File: src/rtl/wb_stage_if.sv
// Writeback stage bus: memory-stage handshake, data-memory return and register-file write side.
interface wb_stage_if;
    logic        in_valid;
    logic        in_ready;
    logic [4:0]  in_rd;
    logic [31:0] in_result;
    logic        in_reg_write;
    logic        in_is_load;
    logic [2:0]  in_funct3;
    logic        mem_rvalid;
    logic [31:0] mem_rdata;
    logic [4:0]  write_reg;
    logic [31:0] write_data;
    logic        write_en;
    logic        load_err;
    logic [31:0] retire_count;

    modport master (
        output in_valid, in_rd, in_result, in_reg_write, in_is_load, in_funct3,
        output mem_rvalid, mem_rdata,
        input  in_ready, write_reg, write_data, write_en, load_err, retire_count
    );

    modport slave (
        input  in_valid, in_rd, in_result, in_reg_write, in_is_load, in_funct3,
        input  mem_rvalid, mem_rdata,
        output in_ready, write_reg, write_data, write_en, load_err, retire_count
    );
endinterface

File: src/rtl/wb_stage.sv
// Writeback stage: commits ALU results next cycle, waits for memory on loads, extracts/extends load data.
// Stalls upstream (in_ready=0) only while waiting for load data or in reset.
module wb_stage (
    input  logic      clk,
    input  logic      rst,
    wb_stage_if.slave bus
);
    typedef enum logic [1:0] {IDLE, WAIT_MEM, COMMIT} state_t;

    state_t      state, state_nx;
    logic [4:0]  wr_reg, wr_reg_nx;
    logic [31:0] wr_data, wr_data_nx;
    logic        wr_en, wr_en_nx;
    logic        err, err_nx;
    logic [31:0] retire_cnt, retire_cnt_nx;
    logic [4:0]  p_rd, p_rd_nx;
    logic [2:0]  p_f3, p_f3_nx;
    logic        p_rw, p_rw_nx;
    logic [1:0]  p_addr, p_addr_nx;
    logic        xfer, bad_load;

    function automatic logic [31:0] extract(input logic [2:0] f3, input logic [1:0] a,
                                            input logic [31:0] w);
        logic [31:0] sh;
        logic [7:0]  b;
        logic [15:0] h;
        sh = w >> {a, 3'b000};
        b  = sh[7:0];
        h  = a[1] ? w[31:16] : w[15:0];
        case (f3)
            3'b000:  extract = {{24{b[7]}}, b};
            3'b001:  extract = {{16{h[15]}}, h};
            3'b100:  extract = {24'd0, b};
            3'b101:  extract = {16'd0, h};
            default: extract = w;
        endcase
    endfunction

    assign bus.in_ready     = (state != WAIT_MEM) && !rst;
    assign xfer             = bus.in_valid && bus.in_ready;
    assign bus.write_reg    = wr_reg;
    assign bus.write_data   = wr_data;
    assign bus.write_en     = wr_en;
    assign bus.load_err     = err;
    assign bus.retire_count = retire_cnt;

    // Illegal funct3 or misaligned access commits immediately as an error, no memory wait.
    always_comb begin
        bad_load = 1'b0;
        case (bus.in_funct3)
            3'b000, 3'b100: bad_load = 1'b0;
            3'b001, 3'b101: bad_load = bus.in_result[0];
            3'b010:         bad_load = (bus.in_result[1:0] != 2'b00);
            default:        bad_load = 1'b1;
        endcase
    end

    always_comb begin
        state_nx   = state;
        wr_reg_nx  = wr_reg;
        wr_data_nx = wr_data;
        wr_en_nx   = 1'b0;
        err_nx     = 1'b0;
        p_rd_nx    = p_rd;
        p_f3_nx    = p_f3;
        p_rw_nx    = p_rw;
        p_addr_nx  = p_addr;
        case (state)
            IDLE, COMMIT: begin
                state_nx = IDLE;
                if (xfer) begin
                    if (!bus.in_is_load) begin
                        state_nx   = COMMIT;
                        wr_en_nx   = bus.in_reg_write && (bus.in_rd != 5'd0);
                        wr_reg_nx  = bus.in_rd;
                        wr_data_nx = bus.in_result;
                    end else if (bad_load) begin
                        state_nx = COMMIT;
                        err_nx   = 1'b1;
                    end else begin
                        state_nx  = WAIT_MEM;
                        p_rd_nx   = bus.in_rd;
                        p_f3_nx   = bus.in_funct3;
                        p_rw_nx   = bus.in_reg_write;
                        p_addr_nx = bus.in_result[1:0];
                    end
                end
            end
            WAIT_MEM: begin
                if (bus.mem_rvalid) begin
                    state_nx   = COMMIT;
                    wr_en_nx   = p_rw && (p_rd != 5'd0);
                    wr_reg_nx  = p_rd;
                    wr_data_nx = extract(p_f3, p_addr, bus.mem_rdata);
                end
            end
            default: state_nx = IDLE;
        endcase
        // Counter is bumped on entry so it already reflects the retiring instruction in its COMMIT cycle.
        retire_cnt_nx = (state_nx == COMMIT) ? retire_cnt + 32'd1 : retire_cnt;
    end

    always_ff @(posedge clk) begin
        if (rst) begin
            state      <= IDLE;
            wr_reg     <= 5'd0;
            wr_data    <= 32'd0;
            wr_en      <= 1'b0;
            err        <= 1'b0;
            retire_cnt <= 32'd0;
            p_rd       <= 5'd0;
            p_f3       <= 3'd0;
            p_rw       <= 1'b0;
            p_addr     <= 2'd0;
        end else begin
            state      <= state_nx;
            wr_reg     <= wr_reg_nx;
            wr_data    <= wr_data_nx;
            wr_en      <= wr_en_nx;
            err        <= err_nx;
            retire_cnt <= retire_cnt_nx;
            p_rd       <= p_rd_nx;
            p_f3       <= p_f3_nx;
            p_rw       <= p_rw_nx;
            p_addr     <= p_addr_nx;
        end
    end
endmodule

File: src/flat_wrapper.sv
// flat-port wrapper written by rule: the top's interface ports become plain ports
module wb_stage_flat 
  (clk, rst, bus_in_valid, bus_in_rd, bus_in_result, bus_in_reg_write, bus_in_is_load, bus_in_funct3, bus_mem_rvalid, bus_mem_rdata, bus_in_ready, bus_write_reg, bus_write_data, bus_write_en, bus_load_err, bus_retire_count);
  wb_stage_if bus_i ();
  input  logic clk;
  input  logic rst;
  input wire logic [$bits(bus_i.in_valid)-1:0] bus_in_valid;
  input wire logic [$bits(bus_i.in_rd)-1:0] bus_in_rd;
  input wire logic [$bits(bus_i.in_result)-1:0] bus_in_result;
  input wire logic [$bits(bus_i.in_reg_write)-1:0] bus_in_reg_write;
  input wire logic [$bits(bus_i.in_is_load)-1:0] bus_in_is_load;
  input wire logic [$bits(bus_i.in_funct3)-1:0] bus_in_funct3;
  input wire logic [$bits(bus_i.mem_rvalid)-1:0] bus_mem_rvalid;
  input wire logic [$bits(bus_i.mem_rdata)-1:0] bus_mem_rdata;
  output wire logic [$bits(bus_i.in_ready)-1:0] bus_in_ready;
  output wire logic [$bits(bus_i.write_reg)-1:0] bus_write_reg;
  output wire logic [$bits(bus_i.write_data)-1:0] bus_write_data;
  output wire logic [$bits(bus_i.write_en)-1:0] bus_write_en;
  output wire logic [$bits(bus_i.load_err)-1:0] bus_load_err;
  output wire logic [$bits(bus_i.retire_count)-1:0] bus_retire_count;
  assign bus_i.in_valid = bus_in_valid;
  assign bus_i.in_rd = bus_in_rd;
  assign bus_i.in_result = bus_in_result;
  assign bus_i.in_reg_write = bus_in_reg_write;
  assign bus_i.in_is_load = bus_in_is_load;
  assign bus_i.in_funct3 = bus_in_funct3;
  assign bus_i.mem_rvalid = bus_mem_rvalid;
  assign bus_i.mem_rdata = bus_mem_rdata;
  assign bus_in_ready = bus_i.in_ready;
  assign bus_write_reg = bus_i.write_reg;
  assign bus_write_data = bus_i.write_data;
  assign bus_write_en = bus_i.write_en;
  assign bus_load_err = bus_i.load_err;
  assign bus_retire_count = bus_i.retire_count;
  wb_stage u_core (.clk(clk), .rst(rst), .bus(bus_i));
endmodule
File: config.mk
export PLATFORM = sky130hd
export DESIGN_NAME = wb_stage_flat
export DESIGN_NICKNAME = d
export VERILOG_FILES = /design/src/rtl/wb_stage_if.sv /design/src/rtl/wb_stage.sv /design/src/flat_wrapper.sv
export SDC_FILE = /design/constraint.sdc
export NUM_CORES = 1
export LEC_CHECK = 0
export CAP_MARGIN = 15
export CORE_ASPECT_RATIO = 0.8
export CORE_UTILIZATION = 35
export DETAILED_ROUTE_END_ITERATION = 7
export GPL_TIMING_DRIVEN = 0
export PLACE_DENSITY = 0.7
export SKIP_LAST_GASP = 1
export SLEW_MARGIN = 10
export SYNTH_ARGS = -nofsm -noshare
export SYNTH_HDL_FRONTEND = slang
export SYNTH_SLANG_ARGS = --single-unit
File: constraint.sdc
create_clock -name clk -period 2.4 [get_ports clk]
set_input_delay 0.6 -clock clk [delete_from_list [all_inputs] [get_ports clk]]
set_output_delay 0.6 -clock clk [all_outputs]
set_load 0.05 [all_outputs]
Word level (Yosys, flattened, before mapping):

Cells that the tools add are included.

* flip-flop bits (word level): 84
* output and inout bits: 72
* word-level logic and storage cells: 69

* $add $sub $neg: 1
* equality and inequality tests: 14
* shift operators: 1
* mux-type cells: 21
* bitwise logic cells: 4
* reduce and logical (&&, ||, !) cells: 18

Operator list (number)
* one-hot mux 32 bit (4 select lines): 1
* two-way mux 32 bit: 3
* one-hot mux 32 bit (2 select lines): 1
* adder 32 x 1 -> 32 bit, second input constant: 1
* right shift 32 x 5 -> 8 bit: 1
* two-way mux 16 bit: 1
* two-way mux 5 bit: 3
* equality test 3 bit, second input constant: 4
* one-hot mux 5 bit (2 select lines): 1
* nonzero test 5 bit: 2
* two-way mux 2 bit: 4
* AND reduction 4 bit: 2
* equality test 3 x 1 -> 1 bit, second input constant: 2
* zero test 3 bit: 2
* OR reduction 2 bit: 3
* equality test 2 bit, second input constant: 2
* logical AND 1 bit: 4
* two-way mux 1 bit: 4
* != test 2 x 1 -> 1 bit, second input constant: 2
* != test 2 bit, second input constant: 2
* inverter 1 bit: 4
* one-hot mux 2 bit (2 select lines): 1
* nonzero test 2 bit: 2
* OR reduction 4 bit: 1
* 6 further kinds: 6

Longest topological paths before layout:

Gate-level depths: netlist (run 1).

* depth in word-level cells: 8
* depth in mapped cells: 8

Worst setup path after synthesis (run 1):

No wires, ideal clock.

* path kind: input port to output port
* start: input rst
* end: output bus_in_ready
* data arrival time: 1.853 ns
* slack: -0.053 ns
* stages: 4
* path buffers: 3
* path through: buf_2 -> clkbuf_1 -> clkbuf_1 -> nor2_1

* word-level cells in the longest chain between the ends: 2

RTL lines
* from (decl): RTL line flat_wrapper.sv:6 `input logic rst;`
* zero test 1 bit: RTL line wb_stage.sv:39 `assign bus.in_ready = (state != WAIT_MEM) && !rst;`
* logical AND 1 bit: RTL line wb_stage.sv:39
* to (decl): RTL line flat_wrapper.sv:15 `output wire logic [$bits(bus_i.in_ready)-1:0] bus_in_ready;`

Every way passes these cells.

Worst setup path after layout (run 1):

Ends and elaborated chain as after synthesis.

==> results.toml, run 1 <==
[floorplan]
die_x_um = 126.1
pin_count = 150
rows = 35
start_util = 0.3662
dieHeight_um = 101.3
die_area_mm2 = 0.01278
core-area_mm2 = 0.01178

[sta]
fin_skew_ns = 0.006246
tns_ns = 0
rsz0062_at_grt = "true"
setup_viol = 0
holdWs_ns = 0.4472
finalCritPeriodShare = 0.9918
fmaxAchievable_ghz = 0.4201
layout_min_cycle_time_ns = 2.380
finalHoldViolCount = 0
max_slew_margin = 0.6006
tightest_slew_ns = 0.5941
report.final.slew_viol_count = 0

[routing]
drt-wirelength-per-cell_um = 16.92
totalWireLength_um = 14330
drt_pre_antenna_iters = 5
drc = 0
ant_nets = 0
vias = 4651
drtIter0Drc = 262
routed_via_density = 5.491

[pwr]
leakage_nw = 2.283
power.density_mw_per_mm2 = 566.6
total_power_mw = 3.641
power_frac_comb = 0.160
power_frac_seq = 0.401
clockPowerShare = 0.439
intPower_mw = 2.702
ir_worst_vdd_mv = 0.3530
swShare = 0.2580
p_sw_mw = 0.9395

[worst_setup_path]
path_max_fanout = 10
r2r_cells = 6
crit_path_end_kind = "output pin"
r2r_setup_slack_ns = 0.20
worst_ep_arrival_time_ns = 1.78
cp-start-kind = "input pin"
worst_ep_required_time_ns = 1.80
critPathKind = "input pin to output pin"

[clock_network]
clk_pin_slew_ns = 0.06
holdBufCountCts = 0
cts_root_buffer = "clkbuf_16"
cts_tree = "yes"
cts.sinks = 84
insertion_delay_ns = 0.34
clk_path_buf_depth = 2
cts_max_level = 3
cts_made_buffers = 9

[final_layout]
antennaDiodeCount = 0
areaGrowthSynthToFinish_pct = 48.96
layout_commonest_cell = "clkdlybuf4s50_1"
nets = 773
register_area_mm2 = 0.001685
final_cells = 847
final_layout_size_suffix_gt1_frac = 0.09299
design_area_mm2 = 0.006426
fillers = 1076
multi_input_area_mm2 = 0.002486
final_cell_mix = "clkdlybuf4s50_1, dfxtp_1, nor2_1, nand2_1, a21oi_1"

[global_route]
grt_pass1_wl_um = 22470
overflow = 0
grt_pass1_vias = 4446
gr-usage-met1 = 0.2962
grt.met3_usage = 0.05388
grt_usage = 0.2261
grt_most_used_layer = "met2"
grt_max_degree = 15
grt.met2_usage = 0.3680
antenna_found_initial = 0

[placement]
place_area_mm2 = 0.005983
port-buffer-count = 148
dp_hpwl_um = 11160
placedCellCount = 828
place.gp.congestion = 0.8872

[synth]
synth_top_family_by_area = "compound AO/OA/AOI/OAI gates"
syn_area_per_cell_um2 = 8.109
syn_nets = 611
netlist_area_mm2 = 0.004314
ys_seq_area_frac = 0.3898
synthFlopType = "dfxtp_1"
synth-compound-area-share = 0.2410
synthArstFlopShare = 0
ys_ff_latch = 84
synthMuxAreaShare = 0.05916
synth-xor-area-share = 0.03451
yosysWarnings = 0
synth_cells = 532
synth_edf_count = 0
synth_cell_type_count = 59
synth_simple_gate_area_frac = 0.2271
synth_fa_ha_area_frac = 0.002900

[hold_path]
hold_depth = 2
hp-class = "flip-flop to flip-flop"

[run_status]
status = "complete, no violations"

[flow_run]
maxCapViolCount = 0
cells in the mapped netlist (2+ instances only):
library cell,instances,area (um2)
a2111oi_2,3,45.04
a211oi_1,12,90.09
a21oi_1,39,195.2
a221oi_1,8,70.07
a311oi_1,5,43.79
a31oi_1,12,75.07
and3_1,2,12.51
and4_1,2,17.52
buf_1,2,7.510
buf_2,7,35.03
clkbuf_1,28,105.1
dfxtp_1,84,1682
inv_1,11,41.29
mux2_2,9,101.4
mux2i_1,12,120.1
nand2_1,60,225.2
nand2b_1,3,18.77
nand3_1,13,65.06
nand4_1,8,50.05
nor2_1,65,244.0
nor2b_1,3,18.77
nor3_1,18,90.09
nor4_1,2,12.51
o2111ai_1,7,61.31
o211ai_1,6,45.04
o21ai_0,28,140.1
o21ai_1,18,90.09
o221ai_1,7,61.31
or3_1,11,68.82
or4_1,3,22.52
xnor2_1,6,52.55
xor2_1,11,96.34
metal layers:
metal	wire, um	part of all wire	vias up
met5	0	0	-
met3	949	0.066	23
met1	6671	0.47	2177
met4	268	0.019	0
li1	-	-	2274
met2	6441	0.45	177
path summary, 6_finish.rpt:
| path | startpoint | end |
|---|---|---|
| min | u_core.bus.write_data[27]$_SDFFE_PP0P_ | u_core.bus.write_data[27]$_SDFFE_PP0P_ |
| max reg2reg | u_core.bus.retire_count[2]$_SDFFE_PP0N_ | u_core.bus.retire_count[30]$_SDFFE_PP0N_ |
| min reg2reg | u_core.bus.write_data[27]$_SDFFE_PP0P_ | u_core.bus.write_data[27]$_SDFFE_PP0P_ |
| max | rst | bus_in_ready |
critical path, stage by stage:
cell             delay, ns
buf_2                 0.27
clkbuf_4              0.29
clkbuf_4              0.23
nor2_2                0.05
clkdlybuf4s15_2       0.32
per-stage QoR:
| stage | util | worst slack [ns] |
|---|---|---|
| final | 0.5455 | 0.01978 |
| after global routing | 0.5455 | -0.02852 |
| after CTS | 0.5383 | -0.08297 |
| after detailed placement | 0.5079 | -0.6864 |
| after global placement | 0.5079 | -0.7029 |
| after floorplan | - | 0.01495 |
logic make-up after synthesis:
group,after synthesis
AOI/OAI and AO/OA,156
buffers and inverters,49
adders and majority gates,1
DFF,84
and+or+nand+nor,202
muxes,23
xor gates and xnor gates,17
layout make-up:
class                      count  share of cell area
inverter                      11            0.006425
clock buffer                  10             0.03563
clock inverter                 6             0.01733
sequential                    84              0.2623
tap                          148             0.02882
buffer                        38             0.02765
timing repair buffer         151              0.2350
multi-input combinational    399              0.3869
power groups by stage:
stage | Combinational [mW] | Sequential (mW) | Clock [mW]
finish | 0.582 | 1.46 | 1.60
floorplan | 0.171 | 1.61 | 0
CTS | 0.573 | 1.46 | 1.62
global route | 0.618 | 1.47 | 1.68
detailed placement | 0.568 | 1.49 | 0
global placement | 0.562 | 1.49 | 0
repair_timing:
action	4_1_cts	5_1_grt
resized for setup	9	22
pin swaps	1	2
setup buffers	1	2
setup endpoints to repair	17	45
Power figures use the tool's default switching activity.
==> run 2, diff against run 1 <==
--- a/config.mk
+++ b/config.mk
@@ -5,7 +5,6 @@
 export SDC_FILE = /design/constraint.sdc
 export NUM_CORES = 1
 export LEC_CHECK = 0
-export CAP_MARGIN = 15
 export CORE_ASPECT_RATIO = 0.8
 export CORE_UTILIZATION = 35
 export DETAILED_ROUTE_END_ITERATION = 7
==> results of run 2 <==
No change in the layout: final DEF, timing and power equal those of run 1.
==> run 3, diff against run 2 <==
--- a/config.mk
+++ b/config.mk
@@ -6,10 +6,10 @@
 export NUM_CORES = 1
 export LEC_CHECK = 0
 export CORE_ASPECT_RATIO = 0.8
-export CORE_UTILIZATION = 35
+export CORE_UTILIZATION = 40
 export DETAILED_ROUTE_END_ITERATION = 7
 export GPL_TIMING_DRIVEN = 0
-export PLACE_DENSITY = 0.7
+export PLACE_DENSITY = 0.77
 export SKIP_LAST_GASP = 1
 export SLEW_MARGIN = 10
 export SYNTH_ARGS = -nofsm -noshare
==> constraint.sdc (replaced) <==
create_clock -name clk -period 3.05 [get_ports clk]
set_input_delay 0.7625 -clock clk [delete_from_list [all_inputs] [get_ports clk]]
set_output_delay 0.7625 -clock clk [all_outputs]
set_load 0.05 [all_outputs]
==> run 3 against run 2 <==
  * Clock skew up 0.0017 ns
  * Final cell count decreased by 1.3%
  * Highest routed layer unchanged
  * Register-to-register slack gained 0.49 ns
  * Critical path depth is the same
  * Clock power fell by 34%
  * Non-clock buffer count fell by 3
  * Sequential power decreased by 21%
  * Sequential share of layout area grew 0.62 points
  * Setup slack improved by 0.16 ns
  * Core utilization is 5.9 points higher
  * Combinational power fell by 23%
==> results.toml, run 3 (synthesis results as in run 1) <==
[final_layout]
layout_commonest_cell = "clkdlybuf4s50_1"
final_cell_mix = "clkdlybuf4s50_1, dfxtp_1, nor2_1, nand2_1, a21oi_1"
areaGrowthSynthToFinish_pct = 45.19
final_cells = 836
final_layout_size_suffix_gt1_frac = 0.07902
multi_input_area_mm2 = 0.002436
register_area_mm2 = 0.001682
antennaDiodeCount = 0
final_core_util = 0.6044
nets = 770
fillers = 920

[placement]
dp_hpwl_um = 10820
placedCellCount = 820
place_ws_ns = -0.3882
place.gp.congestion = 0.9072
port-buffer-count = 148

[hold_path]
hold_depth = 2
hp-class = "flip-flop to flip-flop"
hp-start = "u_core.bus.write_data[22]$_SDFFE_PP0P_"

[global_route]
grt_max_degree = 15
antenna_found_initial = 0
grt_usage = 0.2476
grt_pass1_vias = 4294
grt_pass1_wl_um = 21830
overflow = 0

[floorplan]
dieHeight_um = 94.89
pin_count = 150
rows = 33
die_area_mm2 = 0.01121
die_x_um = 118.1
start_util = 0.4163
core-area_mm2 = 0.01036

[routing]
routed_via_density = 5.589
drt-wirelength-per-cell_um = 16.90
ant_nets = 0
drc = 0
drt_pre_antenna_iters = 5
vias = 4672
totalWireLength_um = 14130
drtIter0Drc = 380

[flow_run]
maxCapViolCount = 0

[sta]
tightest_slew_ns = 0.7607
report.final.slew_viol_count = 0
finalCritPeriodShare = 0.9401
max_slew_margin = 0.4873
finalHoldViolCount = 0
fmaxAchievable_ghz = 0.3488
rsz0062_at_grt = "false"
layout_min_cycle_time_ns = 2.867
fin_skew_ns = 0.007950
fin_ws_ns = 0.1827
tns_ns = 0
setup_viol = 0

[worst_setup_path]
r2r_cells = 7
cp-start-kind = "input pin"
r2r-start = "u_core.state[0]$_SDFF_PP0_"
crit_start = "rst"
worst_ep_required_time_ns = 2.29
critPathKind = "input pin to output pin"
worst_ep_arrival_time_ns = 2.10
r2r_setup_slack_ns = 0.69
crit_path_end_kind = "output pin"
path_max_fanout = 10

[clock_network]
clk_path_buf_depth = 2
cts_root_buffer = "clkbuf_16"
holdBufCountCts = 0
cts_tree = "yes"
cts.sinks = 84
cts_max_level = 3
insertion_delay_ns = 0.34
cts_made_buffers = 9
clk_pin_slew_ns = 0.06

[pwr]
leakage_nw = 2.211
ir_worst_vdd_mv = 0.2357
total_power_mw = 2.662
power.density_mw_per_mm2 = 425.0

[run_status]
status = "complete, no violations"
-- run 3: cell count changes in the layout (fill, tap and decap cells not counted), moves of 2 or more --
cell | before | now
clkbuf_4 | 4 | 0
dlymetal6s2s_1 | 2 | 0
clkdlybuf4s50_1 | 145 | 147
clkbuf_2 | 2 | 4
bufinv_16 | 3 | 0
buf_2 | 5 | 7
buf_4 | 6 | 1
clkbuf_8 | 0 | 2
-- run 3: final cells by class --
class                      count  share of cell area
timing repair buffer         148              0.2363
buffer                        38             0.02557
tap                          140             0.02797
multi-input combinational    399              0.3889
clock buffer                  12             0.04095
clock inverter                 4            0.005194
sequential                    84              0.2685
inverter                      11            0.006592
-- run 3: per-stage QoR --
stage | cell area [um2] | hold WS [ns]
3_3_place_gp | 5971 | 0.4376
5_1_grt | 6264 | 0.4751
4_1_cts | 6261 | 0.4540
2_1_floorplan | 4314 | 0.4620
6_report | 6264 | 0.4511
3_5_place_dp | 5971 | 0.4457
-- run 3: critical path, cell delays in order --
cell           delay, ns
buf_2               0.26
clkbuf_2            0.30
clkbuf_2            0.27
nor2_1              0.07
dlygate4sd2_1       0.42
-- run 3: worst paths after layout --
kind / endpoint
max: bus_in_ready
min: u_core.bus.write_data[22]$_SDFFE_PP0P_
max reg2reg: u_core.bus.write_data[24]$_SDFFE_PP0P_
min reg2reg: u_core.bus.write_data[22]$_SDFFE_PP0P_
-- run 3: layer usage --
metal	routed length, um	track usage	part of all wire	vias up
met4	158	0.08226	0.011	0
li1	-	-	-	2259
met3	1048	0.06401	0.074	15
met2	6481	0.3907	0.46	183
met5	0	0	0	-
met1	6443	0.3295	0.46	2215
-- run 3: what timing repair did --
action	CTS	global route
gates cloned	0	0
setup buffers	0	0
resized for setup	3	4
pin swaps	0	0
endpoints found under the setup margin	1	1
-- run 3: power breakdown --
part	internal, mW	switching, mW	leakage, nW	total [mW]
registers	1.13	0.0215	0.681	1.15
clock network	0.601	0.459	0.135	1.06
logic	0.190	0.261	1.39	0.451
